==> config.mk <==
export PLATFORM = sky130hd
export DESIGN_NAME = dmem_arbiter_flat
export DESIGN_NICKNAME = d
export VERILOG_FILES = /design/src/rtl/dmem_arbiter_if.sv /design/src/rtl/dmem_arbiter.sv /design/src/flat_wrapper.sv
export SDC_FILE = /design/constraint.sdc
export NUM_CORES = 1
export LEC_CHECK = 0
export CAP_MARGIN = 15
export CORE_MARGIN = 2
export CORE_UTILIZATION = 36
export DETAILED_ROUTE_END_ITERATION = 12
export PLACE_DENSITY = 0.74
export SYNTH_ARGS = -nofsm -noshare
export SYNTH_HDL_FRONTEND = slang
export SYNTH_SLANG_ARGS = --single-unit
==> constraint.sdc <==
create_clock -name clk -period 1.5 [get_ports clk]
set_input_delay 0.3 -clock clk [delete_from_list [all_inputs] [get_ports clk]]
set_output_delay 0.3 -clock clk [all_outputs]
set_load 0.01 [all_outputs]
==> src/rtl/dmem_arbiter_if.sv <==
// dmem_arbiter_if: requester handshakes, CPU stall and the shared data-memory port
interface dmem_arbiter_if #(
  parameter int DATA_WIDTH = 32,
  parameter int ADDR_WIDTH = 32
);
  logic req0_valid, req0_we, req0_ready, rsp0_valid;
  logic req1_valid, req1_we, req1_ready, rsp1_valid;
  logic [ADDR_WIDTH-1:0] req0_addr, req1_addr, mem_addr;
  logic [DATA_WIDTH-1:0] req0_wdata, req1_wdata, rsp0_rdata, rsp1_rdata, mem_wdata, mem_rdata;
  logic cpu_stall, mem_en, mem_we;
  modport slave (
    input  req0_valid, req0_we, req0_addr, req0_wdata,
    input  req1_valid, req1_we, req1_addr, req1_wdata, mem_rdata,
    output req0_ready, rsp0_valid, rsp0_rdata, req1_ready, rsp1_valid, rsp1_rdata,
    output cpu_stall, mem_en, mem_we, mem_addr, mem_wdata
  );
  modport master (
    output req0_valid, req0_we, req0_addr, req0_wdata,
    output req1_valid, req1_we, req1_addr, req1_wdata, mem_rdata,
    input  req0_ready, rsp0_valid, rsp0_rdata, req1_ready, rsp1_valid, rsp1_rdata,
    input  cpu_stall, mem_en, mem_we, mem_addr, mem_wdata
  );
endinterface

==> src/rtl/dmem_arbiter.sv <==
// dmem_arbiter: round-robin arbiter of a CPU and a loader port onto one fixed-latency data memory
module dmem_arbiter #(
  parameter int DATA_WIDTH  = 32,
  parameter int ADDR_WIDTH  = 32,
  parameter int MEM_LATENCY = 2
) (
  input logic clk,
  input logic rst,
  dmem_arbiter_if.slave bus
);
  typedef enum logic [1:0] {IDLE, ISSUE, WAIT, RESP} state_t;
  state_t state_q, state_d;
  logic gnt_q, gnt_d, last_gnt_q, last_gnt_d, we_q, we_d;
  logic [1:0] cnt_q, cnt_d;
  logic [ADDR_WIDTH-1:0] addr_q, addr_d;
  logic [DATA_WIDTH-1:0] wdata_q, wdata_d, rdata0_q, rdata0_d, rdata1_q, rdata1_d;
  logic pick1, acc0, acc1;
  // on a tie the requester that lost the previous grant wins
  assign pick1 = bus.req1_valid && (!bus.req0_valid || !last_gnt_q);
  assign acc0 = bus.req0_valid && bus.req0_ready;
  assign acc1 = bus.req1_valid && bus.req1_ready;
  always_ff @(posedge clk) begin
    if (rst) begin
      state_q <= IDLE;
      gnt_q <= 1'b0;
      last_gnt_q <= 1'b1;
      we_q <= 1'b0;
      cnt_q <= '0;
      addr_q <= '0;
      wdata_q <= '0;
      rdata0_q <= '0;
      rdata1_q <= '0;
    end else begin
      state_q <= state_d;
      gnt_q <= gnt_d;
      last_gnt_q <= last_gnt_d;
      we_q <= we_d;
      cnt_q <= cnt_d;
      addr_q <= addr_d;
      wdata_q <= wdata_d;
      rdata0_q <= rdata0_d;
      rdata1_q <= rdata1_d;
    end
  end
  always_comb begin
    state_d = state_q;
    gnt_d = gnt_q;
    last_gnt_d = last_gnt_q;
    we_d = we_q;
    cnt_d = cnt_q;
    addr_d = addr_q;
    wdata_d = wdata_q;
    rdata0_d = rdata0_q;
    rdata1_d = rdata1_q;
    case (state_q)
      IDLE: if (acc0 || acc1) begin
        state_d = ISSUE;
        gnt_d = acc1;
        last_gnt_d = acc1;
        we_d = acc1 ? bus.req1_we : bus.req0_we;
        addr_d = acc1 ? bus.req1_addr : bus.req0_addr;
        wdata_d = acc1 ? bus.req1_wdata : bus.req0_wdata;
      end
      ISSUE: begin
        state_d = WAIT;
        cnt_d = 2'(MEM_LATENCY - 1);
      end
      WAIT: if (cnt_q == '0) begin
        state_d = RESP;
        rdata0_d = gnt_q ? rdata0_q : (we_q ? '0 : bus.mem_rdata);
        rdata1_d = gnt_q ? (we_q ? '0 : bus.mem_rdata) : rdata1_q;
      end else begin
        cnt_d = cnt_q - 2'd1;
      end
      default: state_d = IDLE;
    endcase
  end
  always_comb begin
    bus.req0_ready = !rst && state_q == IDLE && bus.req0_valid && !pick1;
    bus.req1_ready = !rst && state_q == IDLE && pick1;
    bus.cpu_stall = bus.req0_valid && !bus.req0_ready;
    bus.mem_en = !rst && state_q == ISSUE;
    bus.mem_we = bus.mem_en && we_q;
    bus.mem_addr = addr_q;
    bus.mem_wdata = wdata_q;
    bus.rsp0_valid = !rst && state_q == RESP && !gnt_q;
    bus.rsp1_valid = !rst && state_q == RESP && gnt_q;
    bus.rsp0_rdata = rdata0_q;
    bus.rsp1_rdata = rdata1_q;
  end
endmodule

==> src/flat_wrapper.sv <==
// flat-port wrapper written by rule: the top's interface ports become plain ports
module dmem_arbiter_flat 
#(
  parameter int DATA_WIDTH  = 32,
  parameter int ADDR_WIDTH  = 32,
  parameter int MEM_LATENCY = 2
)
  (clk, rst, bus_req0_valid, bus_req0_we, bus_req0_addr, bus_req0_wdata, bus_req1_valid, bus_req1_we, bus_req1_addr, bus_req1_wdata, bus_mem_rdata, bus_req0_ready, bus_rsp0_valid, bus_rsp0_rdata, bus_req1_ready, bus_rsp1_valid, bus_rsp1_rdata, bus_cpu_stall, bus_mem_en, bus_mem_we, bus_mem_addr, bus_mem_wdata);
  dmem_arbiter_if #(.DATA_WIDTH(DATA_WIDTH), .ADDR_WIDTH(ADDR_WIDTH)) bus_i ();
  input logic clk;
  input logic rst;
  input wire logic [$bits(bus_i.req0_valid)-1:0] bus_req0_valid;
  input wire logic [$bits(bus_i.req0_we)-1:0] bus_req0_we;
  input wire logic [$bits(bus_i.req0_addr)-1:0] bus_req0_addr;
  input wire logic [$bits(bus_i.req0_wdata)-1:0] bus_req0_wdata;
  input wire logic [$bits(bus_i.req1_valid)-1:0] bus_req1_valid;
  input wire logic [$bits(bus_i.req1_we)-1:0] bus_req1_we;
  input wire logic [$bits(bus_i.req1_addr)-1:0] bus_req1_addr;
  input wire logic [$bits(bus_i.req1_wdata)-1:0] bus_req1_wdata;
  input wire logic [$bits(bus_i.mem_rdata)-1:0] bus_mem_rdata;
  output wire logic [$bits(bus_i.req0_ready)-1:0] bus_req0_ready;
  output wire logic [$bits(bus_i.rsp0_valid)-1:0] bus_rsp0_valid;
  output wire logic [$bits(bus_i.rsp0_rdata)-1:0] bus_rsp0_rdata;
  output wire logic [$bits(bus_i.req1_ready)-1:0] bus_req1_ready;
  output wire logic [$bits(bus_i.rsp1_valid)-1:0] bus_rsp1_valid;
  output wire logic [$bits(bus_i.rsp1_rdata)-1:0] bus_rsp1_rdata;
  output wire logic [$bits(bus_i.cpu_stall)-1:0] bus_cpu_stall;
  output wire logic [$bits(bus_i.mem_en)-1:0] bus_mem_en;
  output wire logic [$bits(bus_i.mem_we)-1:0] bus_mem_we;
  output wire logic [$bits(bus_i.mem_addr)-1:0] bus_mem_addr;
  output wire logic [$bits(bus_i.mem_wdata)-1:0] bus_mem_wdata;
  assign bus_i.req0_valid = bus_req0_valid;
  assign bus_i.req0_we = bus_req0_we;
  assign bus_i.req0_addr = bus_req0_addr;
  assign bus_i.req0_wdata = bus_req0_wdata;
  assign bus_i.req1_valid = bus_req1_valid;
  assign bus_i.req1_we = bus_req1_we;
  assign bus_i.req1_addr = bus_req1_addr;
  assign bus_i.req1_wdata = bus_req1_wdata;
  assign bus_i.mem_rdata = bus_mem_rdata;
  assign bus_req0_ready = bus_i.req0_ready;
  assign bus_rsp0_valid = bus_i.rsp0_valid;
  assign bus_rsp0_rdata = bus_i.rsp0_rdata;
  assign bus_req1_ready = bus_i.req1_ready;
  assign bus_rsp1_valid = bus_i.rsp1_valid;
  assign bus_rsp1_rdata = bus_i.rsp1_rdata;
  assign bus_cpu_stall = bus_i.cpu_stall;
  assign bus_mem_en = bus_i.mem_en;
  assign bus_mem_we = bus_i.mem_we;
  assign bus_mem_addr = bus_i.mem_addr;
  assign bus_mem_wdata = bus_i.mem_wdata;
  dmem_arbiter #(.DATA_WIDTH(DATA_WIDTH), .ADDR_WIDTH(ADDR_WIDTH), .MEM_LATENCY(MEM_LATENCY)) u_core (.clk(clk), .rst(rst), .bus(bus_i));
endmodule
==> results.cfg, run 1 <==
[status]
outcome = finished with violations
violations = setup timing

[routing]
drt-total-wl_um = 24600
dr_total_vias = 6678
drc = 0
firstDrtPassIters = 4
wl_per_cell_um = 19.3
vias_per_cell = 5.24
drt-initial-drc-count = 416
detail-route-antenna-nets = 0

[power_and_ir_drop]
swShare_pct = 34.8
peakVddDrop_v = 0.000926
intPower_mw = 9.65
pwr-share-seq_pct = 31.2
combPwrFrac_pct = 40.7
p_per_area_nw_per_um2 = 1370
power.switching_mw = 5.16
clockPowerShare_pct = 28.0
p_leak_nw = 4.43
power.total_mw = 14.8

[global_routing]
grt_use_total_pct = 24.5
grt_pass1_wl_um = 34100
antenna_found_initial = 1
grt_pass1_vias = 6278
overflow = 0
grt_max_degree = 78

[final_layout]
multi_input_area_sq_um = 3440
area_delta_synth_final_pct = 84.7
layout-drive-gt1-share_pct = 22.7
fillers = 1281
nets = 1215
seq_area_sq_um = 2710

[hold_path]
hp-class = in2reg
hold_depth = 5
hp-start = bus_req1_valid
hold_end = u_core.state_q[1]

[clock_tree]
cts_tree = done
cts_sinks = 135
cts-buffers-inserted = 17
cts_buffer_depth = 2
root_buffer = clkbuf_16
path_clk_slew_ns = 0.06
htreeDepth = 4
clock_latency_ns = 0.42

[floorplanning]
dieWidth_um = 132
start_util_pct = 36.8
fp.dieArea_sq_um = 17400
core_region_area_sq_um = 15900
die_y_um = 132
io_pins = 301
rows = 46

[run]
max-cap-violations = 0

[synthesis]
async_reset_ff_share_pct = 0
synth.top_cell.area_share_pct = 46.0
syn_avg_cell_area_sq_um = 8.05
synth-seq-cells = 135
synth_ff_type = dfxtp_1
synthTopCellsByCount = nand2_1, dfxtp_1, nor3_1
syn_nets = 901
yosys.area.top_type = dfxtp_1
synthTopCellsByArea = dfxtp_1, nand2_1, a311oi_2, nor3_1, a21oi_1
synth_cell_type_count = 29
synth_seq_area_share_pct = 46.0
synth-edff-count = 0
synthCells = 730
synth.most_common_cell = nand2_1
netlist_area_sq_um = 5870
synth_warnings = 0

[timing]
tightest_slew_ns = 0.974
drv_slew = 0
fmax_mhz = 545
grt_setup_unrepaired = true
final-hold-violation-count = 0
finalCritPeriodShare_pct = 122
setup_viol = 76
setup_tns_ns = -16.32
fin_ws_ns = -0.336
finalCriticalPeriod_ns = 1.84
maxSlewHeadroom_pct = 35.0
clock_skew_ns = 0.00826

[worst_setup_path]
worstPathArrival_ns = 1.54
r2r_end = u_core.bus.mem_wdata[29]
worstPathRequired_ns = 1.20
reg2reg_from = u_core.state_q[0]
reg2reg_depth = 10
cp-start-kind = flop
end_kind = output port
r2r_slack_ns = -0.33
crit_fanout = 3
worst-setup-path-type = reg2out

[placement]
routabilityCongestion = 0.773
hpwlAfterDp_um = 13800
place_ws_ns = -0.797
port-buffer-count = 300
cells in the final DEF (no fill, tap or decap), types with 3 or more instances in the layout:
cell	instances
clkbuf_16	27
a21oi_1	65
a311oi_1	11
a311oi_2	54
nand3b_1	3
nor2b_1	34
buf_12	10
nand2_1	198
nor3_1	67
buf_4	24
buf_16	8
dfxtp_1	133
nand2_4	38
inv_1	3
clkinv_2	5
nand2_2	23
ha_4	4
inv_2	3
dlygate4sd2_1	128
buf_6	15
clkdlybuf4s50_1	163
logic make-up (layout without fill, tap and decap cells):
family / count (synthesis) / count (layout) / synth area share (%)
flops: 135 / 135 / 46.0
buf+inv: 74 / 401 / 5.69
fa+ha+maj: 5 / 5 / 1.06
other cells: 0 / 1 / 0
compound gates: 138 / 138 / 19.3
simple gates: 378 / 378 / 27.9
through the flow:
stage | utilization (%) | cell area (sq um) | hold WS (ns) | instances
after floorplan | - | 5910 | 0.438 | 730
after global placement | 57.5 | 9170 | 0.441 | 1209
after detailed placement | 57.5 | 9170 | 0.446 | 1209
after CTS | 62.7 | 10000 | 0.436 | 1254
after global routing | 68.0 | 10800 | 0.462 | 1274
final | 68.0 | 10800 | 0.438 | 1274
state kept, by name (all words and copies together) (netlist names):
| register | flops |
|---|---|
| u_core.we_q | 1 |
| u_core.bus.mem_addr | 32 |
| u_core.gnt_q | 1 |
| u_core.cnt_q | 2 |
| u_core.last_gnt_q | 1 |
| u_core.bus.rsp1_rdata | 32 |
| u_core.bus.mem_wdata | 32 |
| u_core.bus.rsp0_rdata | 32 |
| u_core.state_q | 2 |
power groups by stage:
stage               sequential (mW)  clock, mW  combinational [mW]
finish                         4.62       4.15                6.03
CTS                            4.49       4.21                5.04
floorplan                      4.80          0                2.13
global placement               4.56          0                4.68
detailed placement             4.55          0                4.76
global route                   4.69       4.38                6.38
worst max-delay path, cell delays in order, from the launching register on:
cell     delay (ns)
dfxtp_2        0.34
inv_2          0.06
ha_4           0.17
and3b_2        0.21
and2_4         0.15
nor2b_4        0.10
buf_6          0.10
how the worst max path moves through the flow:
stage                            startpoint                  endpoint  cells after the start
final                     u_core.state_q[0]             bus_cpu_stall                      6
after global routing      u_core.state_q[0]  u_core.bus.mem_wdata[29]                     10
after CTS                 u_core.state_q[0]             bus_cpu_stall                      6
after detailed placement     bus_req1_valid            bus_req1_ready                      5
after global placement       bus_req1_valid            bus_req1_ready                      5
after floorplan           u_core.state_q[0]   u_core.bus.mem_addr[12]                      7
per-layer routing:
layer	part of all wire, %	vias up	global-route usage [%]
li1	-	3147	-
met1	40	3187	29.5
met2	50	294	41.2
met3	7.3	50	7.34
met4	2.9	0	9.72
met5	0	-	0
cell type report:
class	count	area share (%)
repair buffers	363	35.3
multi-input cells	521	31.7
flip-flops and latches	135	24.9
clock buffers	20	4.21
well taps	216	2.49
clock inverters	12	1.16
inverters	6	0.208
diodes	1	0.0231
repair_timing:
| action | CTS | global route |
|---|---|---|
| buffers inserted | 5 | 9 |
| endpoints found under the setup margin | 229 | 142 |
| endpoints found under the hold margin | 0 | 0 |
| hold buffers | 0 | 0 |
| pin swaps | 7 | 70 |
| gates cloned | 8 | 13 |
| resized for setup | 201 | 141 |
Power figures use the tool's default switching activity.
==> run 2, diff against run 1 <==
Settings changed: ABC_AREA set to 1, CAP_MARGIN 15 to 20, CORE_UTILIZATION 36 to 37.
==> run 2 against run 1 <==
The run still ends with setup timing left; global-route usage shrank 0.84 points; total power rose by 2.3%; cell count grew 18%; critical path depth rose by 6; via count rose by 7.5%; first-iteration DRC count decreased by 0.24%; synthesized cell count is 27% higher; hold slack worse by 0.13 ns; clock power increased by 7.2%; die area rose by 1.3%; area after synthesis increased by 4.1%.
==> results.cfg, run 2 <==
[status]
outcome = finished with violations
violations = setup timing

[timing]
finalCritPeriodShare_pct = 114
fmax_mhz = 587
grt_setup_unrepaired = true
setup_tns_ns = -9.13
finalCriticalPeriod_ns = 1.70
clock_skew_ns = 0.0129
drv_slew = 0
fin_ws_ns = -0.204
final-hold-violation-count = 0
maxSlewHeadroom_pct = 63.1
setup_viol = 73
tightest_slew_ns = 0.553

[clock_tree]
htreeDepth = 4
path_clk_slew_ns = 0.06
cts_tree = done
root_buffer = clkbuf_16
cts_sinks = 135
hold_buffers = 0
cts-buffers-inserted = 17
cts_buffer_depth = 2
clock_latency_ns = 0.42

[worst_setup_path]
path_cells = inv_2, ha_4, nand3_4, buf_6, buf_12, clkinv_16, buf_12, clkbuf_16, nand3_2, nand2_1, nor2_1, nor2_1
reg2reg_depth = 12
worstPathArrival_ns = 1.98
r2r_end = u_core.bus.mem_wdata[10]
reg2reg_from = u_core.state_q[0]
worst-setup-path-type = reg2reg
slowest_stage = dfxtp_2
critPathMaxStageDelay_ns = 0.33
cpLargestDelayFamily = buffers and inverters
path_buf_inv = 6
cp-start-kind = flop
worstPathRequired_ns = 1.78
end_kind = flop
crit_fanout = 8
r2r_slack_ns = -0.20

[floorplanning]
core_region_area_sq_um = 16300
start_util_pct = 37.4
fp.dieArea_sq_um = 17600
io_pins = 301
dieWidth_um = 133
rows = 47
die_y_um = 133

[global_routing]
grt_max_degree = 66
antenna_found_initial = 0
grt_use_total_pct = 23.7
grt_pass1_vias = 6330
grt_pass1_wl_um = 33200
overflow = 0

[synthesis]
synth_warnings = 0
synthTopCellsByArea = dfxtp_1, nor2_1, nand2_1, inv_1, nand3_1
syn_avg_cell_area_sq_um = 6.58
synthCells = 930
synth_cell_type_count = 21
yosys.area.top_type = dfxtp_1
synth-seq-cells = 135
synthTopCellsByCount = nor2_1, nand2_1, dfxtp_1
netlist_area_sq_um = 6120
synth.top_cell.area_share_pct = 44.2
syn_nets = 1101
synth_ff_type = dfxtp_1
synth_seq_area_share_pct = 44.2
synth-edff-count = 0
async_reset_ff_share_pct = 0
synth.most_common_cell = nor2_1

[routing]
drc = 0
wl_per_cell_um = 16.1
vias_per_cell = 4.79
drt-initial-drc-count = 415
drt-total-wl_um = 24200
dr_total_vias = 7177
firstDrtPassIters = 5
detail-route-antenna-nets = 0

[final_layout]
area_delta_synth_final_pct = 82.1
diodes = 0
final_common_cell = nor2_1
design_area_sq_um = 11100
nets = 1438
fin_cells = 1499
layout_common_cells = nor2_1, nand2_1, clkdlybuf4s50_1, dfxtp_1, dlygate4sd2_1
layout-drive-gt1-share_pct = 17.4

[power_and_ir_drop]
peakVddDrop_v = 0.000886
p_per_area_nw_per_um2 = 1360
p_leak_nw = 5.35

[placement]
place_area_sq_um = 9500
dp_cells = 1433
port-buffer-count = 300
hpwlAfterDp_um = 15200
routabilityCongestion = 0.831

[hold_path]
hold_depth = 3
hp-class = in2reg
hold_end = u_core.we_q
hp-start = rst

[run]
max-cap-violations = 0
[run 2: worst max path at each step]
stage | startpoint | slack, ns | cells past startpoint | end
4_1_cts | u_core.state_q[1] | -0.22 | 6 | bus_cpu_stall
5_1_grt | u_core.state_q[0] | -0.26 | 12 | u_core.bus.mem_wdata[11]
3_5_place_dp | bus_req1_valid | -0.53 | 4 | bus_req1_ready
2_1_floorplan | u_core.state_q[0] | 0.02 | 9 | u_core.bus.mem_wdata[22]
3_3_place_gp | bus_req1_valid | -0.53 | 4 | bus_req1_ready
6_report | u_core.state_q[0] | -0.20 | 12 | u_core.bus.mem_wdata[10]
[run 2: repair_timing]
item | 4_1_cts | 5_1_grt
resized for setup | 190 | 142
setup buffers | 3 | 14
endpoints found under the hold margin | 0 | 0
pin swaps | 3 | 49
setup endpoints to repair | 242 | 105
gates cloned | 2 | 18
[run 2: tightest hold or removal path: cells and delay by family]
family / cells / cell delay, ns
and+or+nand+nor: 1 / 0.06
buffers and inverters: 2 / 0.30
[run 2: layout make-up]
cell class                 instances  area, sq um
fill                            1378         5210
timing repair buffer             376         3970
multi-input combinational        634         3140
sequential                       135         2710
clock buffer                      17          425
inverter                         103          418
tap                              220          275
clock inverter                    14          200
[run 2: cells by family (layout without fill, tap and decap cells)]
| logic type | count (synthesis) | in the layout | share of synthesized area (%) |
|---|---|---|---|
| AO/OA/AOI/OAI | 90 | 90 | 7.40 |
| AND/OR/NAND/NOR | 538 | 539 | 35.7 |
| buffers and inverters | 162 | 510 | 11.7 |
| flip-flops | 135 | 135 | 44.2 |
| adder cells (fa/ha/maj) | 5 | 5 | 1.02 |
[run 2: stage by stage]
step	util, %	setup slack, ns	total power [mW]	hold WS (ns)
final	68.1	-0.204	15.1	0.304
after global routing	68.1	-0.265	15.9	0.311
after CTS	61.9	-0.218	14.0	0.257
after detailed placement	58.1	-0.531	9.61	0.452
after global placement	58.1	-0.531	9.53	0.445
after floorplan	-	0.0198	7.07	0.444
[run 2: layer usage]
layer  global-route usage [%]  up-vias  share of wire (%)
met3                     8.58       47                8.3
met5                        0        -                  0
met2                     40.6      293                 50
li1                         -     3526                  -
met1                     27.2     3311                 39
met4                     8.48        0                2.7
[run 2: power by group]
| group | internal (mW) | leakage (nW) | switching, mW |
|---|---|---|---|
| registers | 4.23 | 1.10 | 0.302 |
| logic | 3.01 | 3.95 | 3.15 |
| clock network | 2.79 | 0.296 | 1.67 |
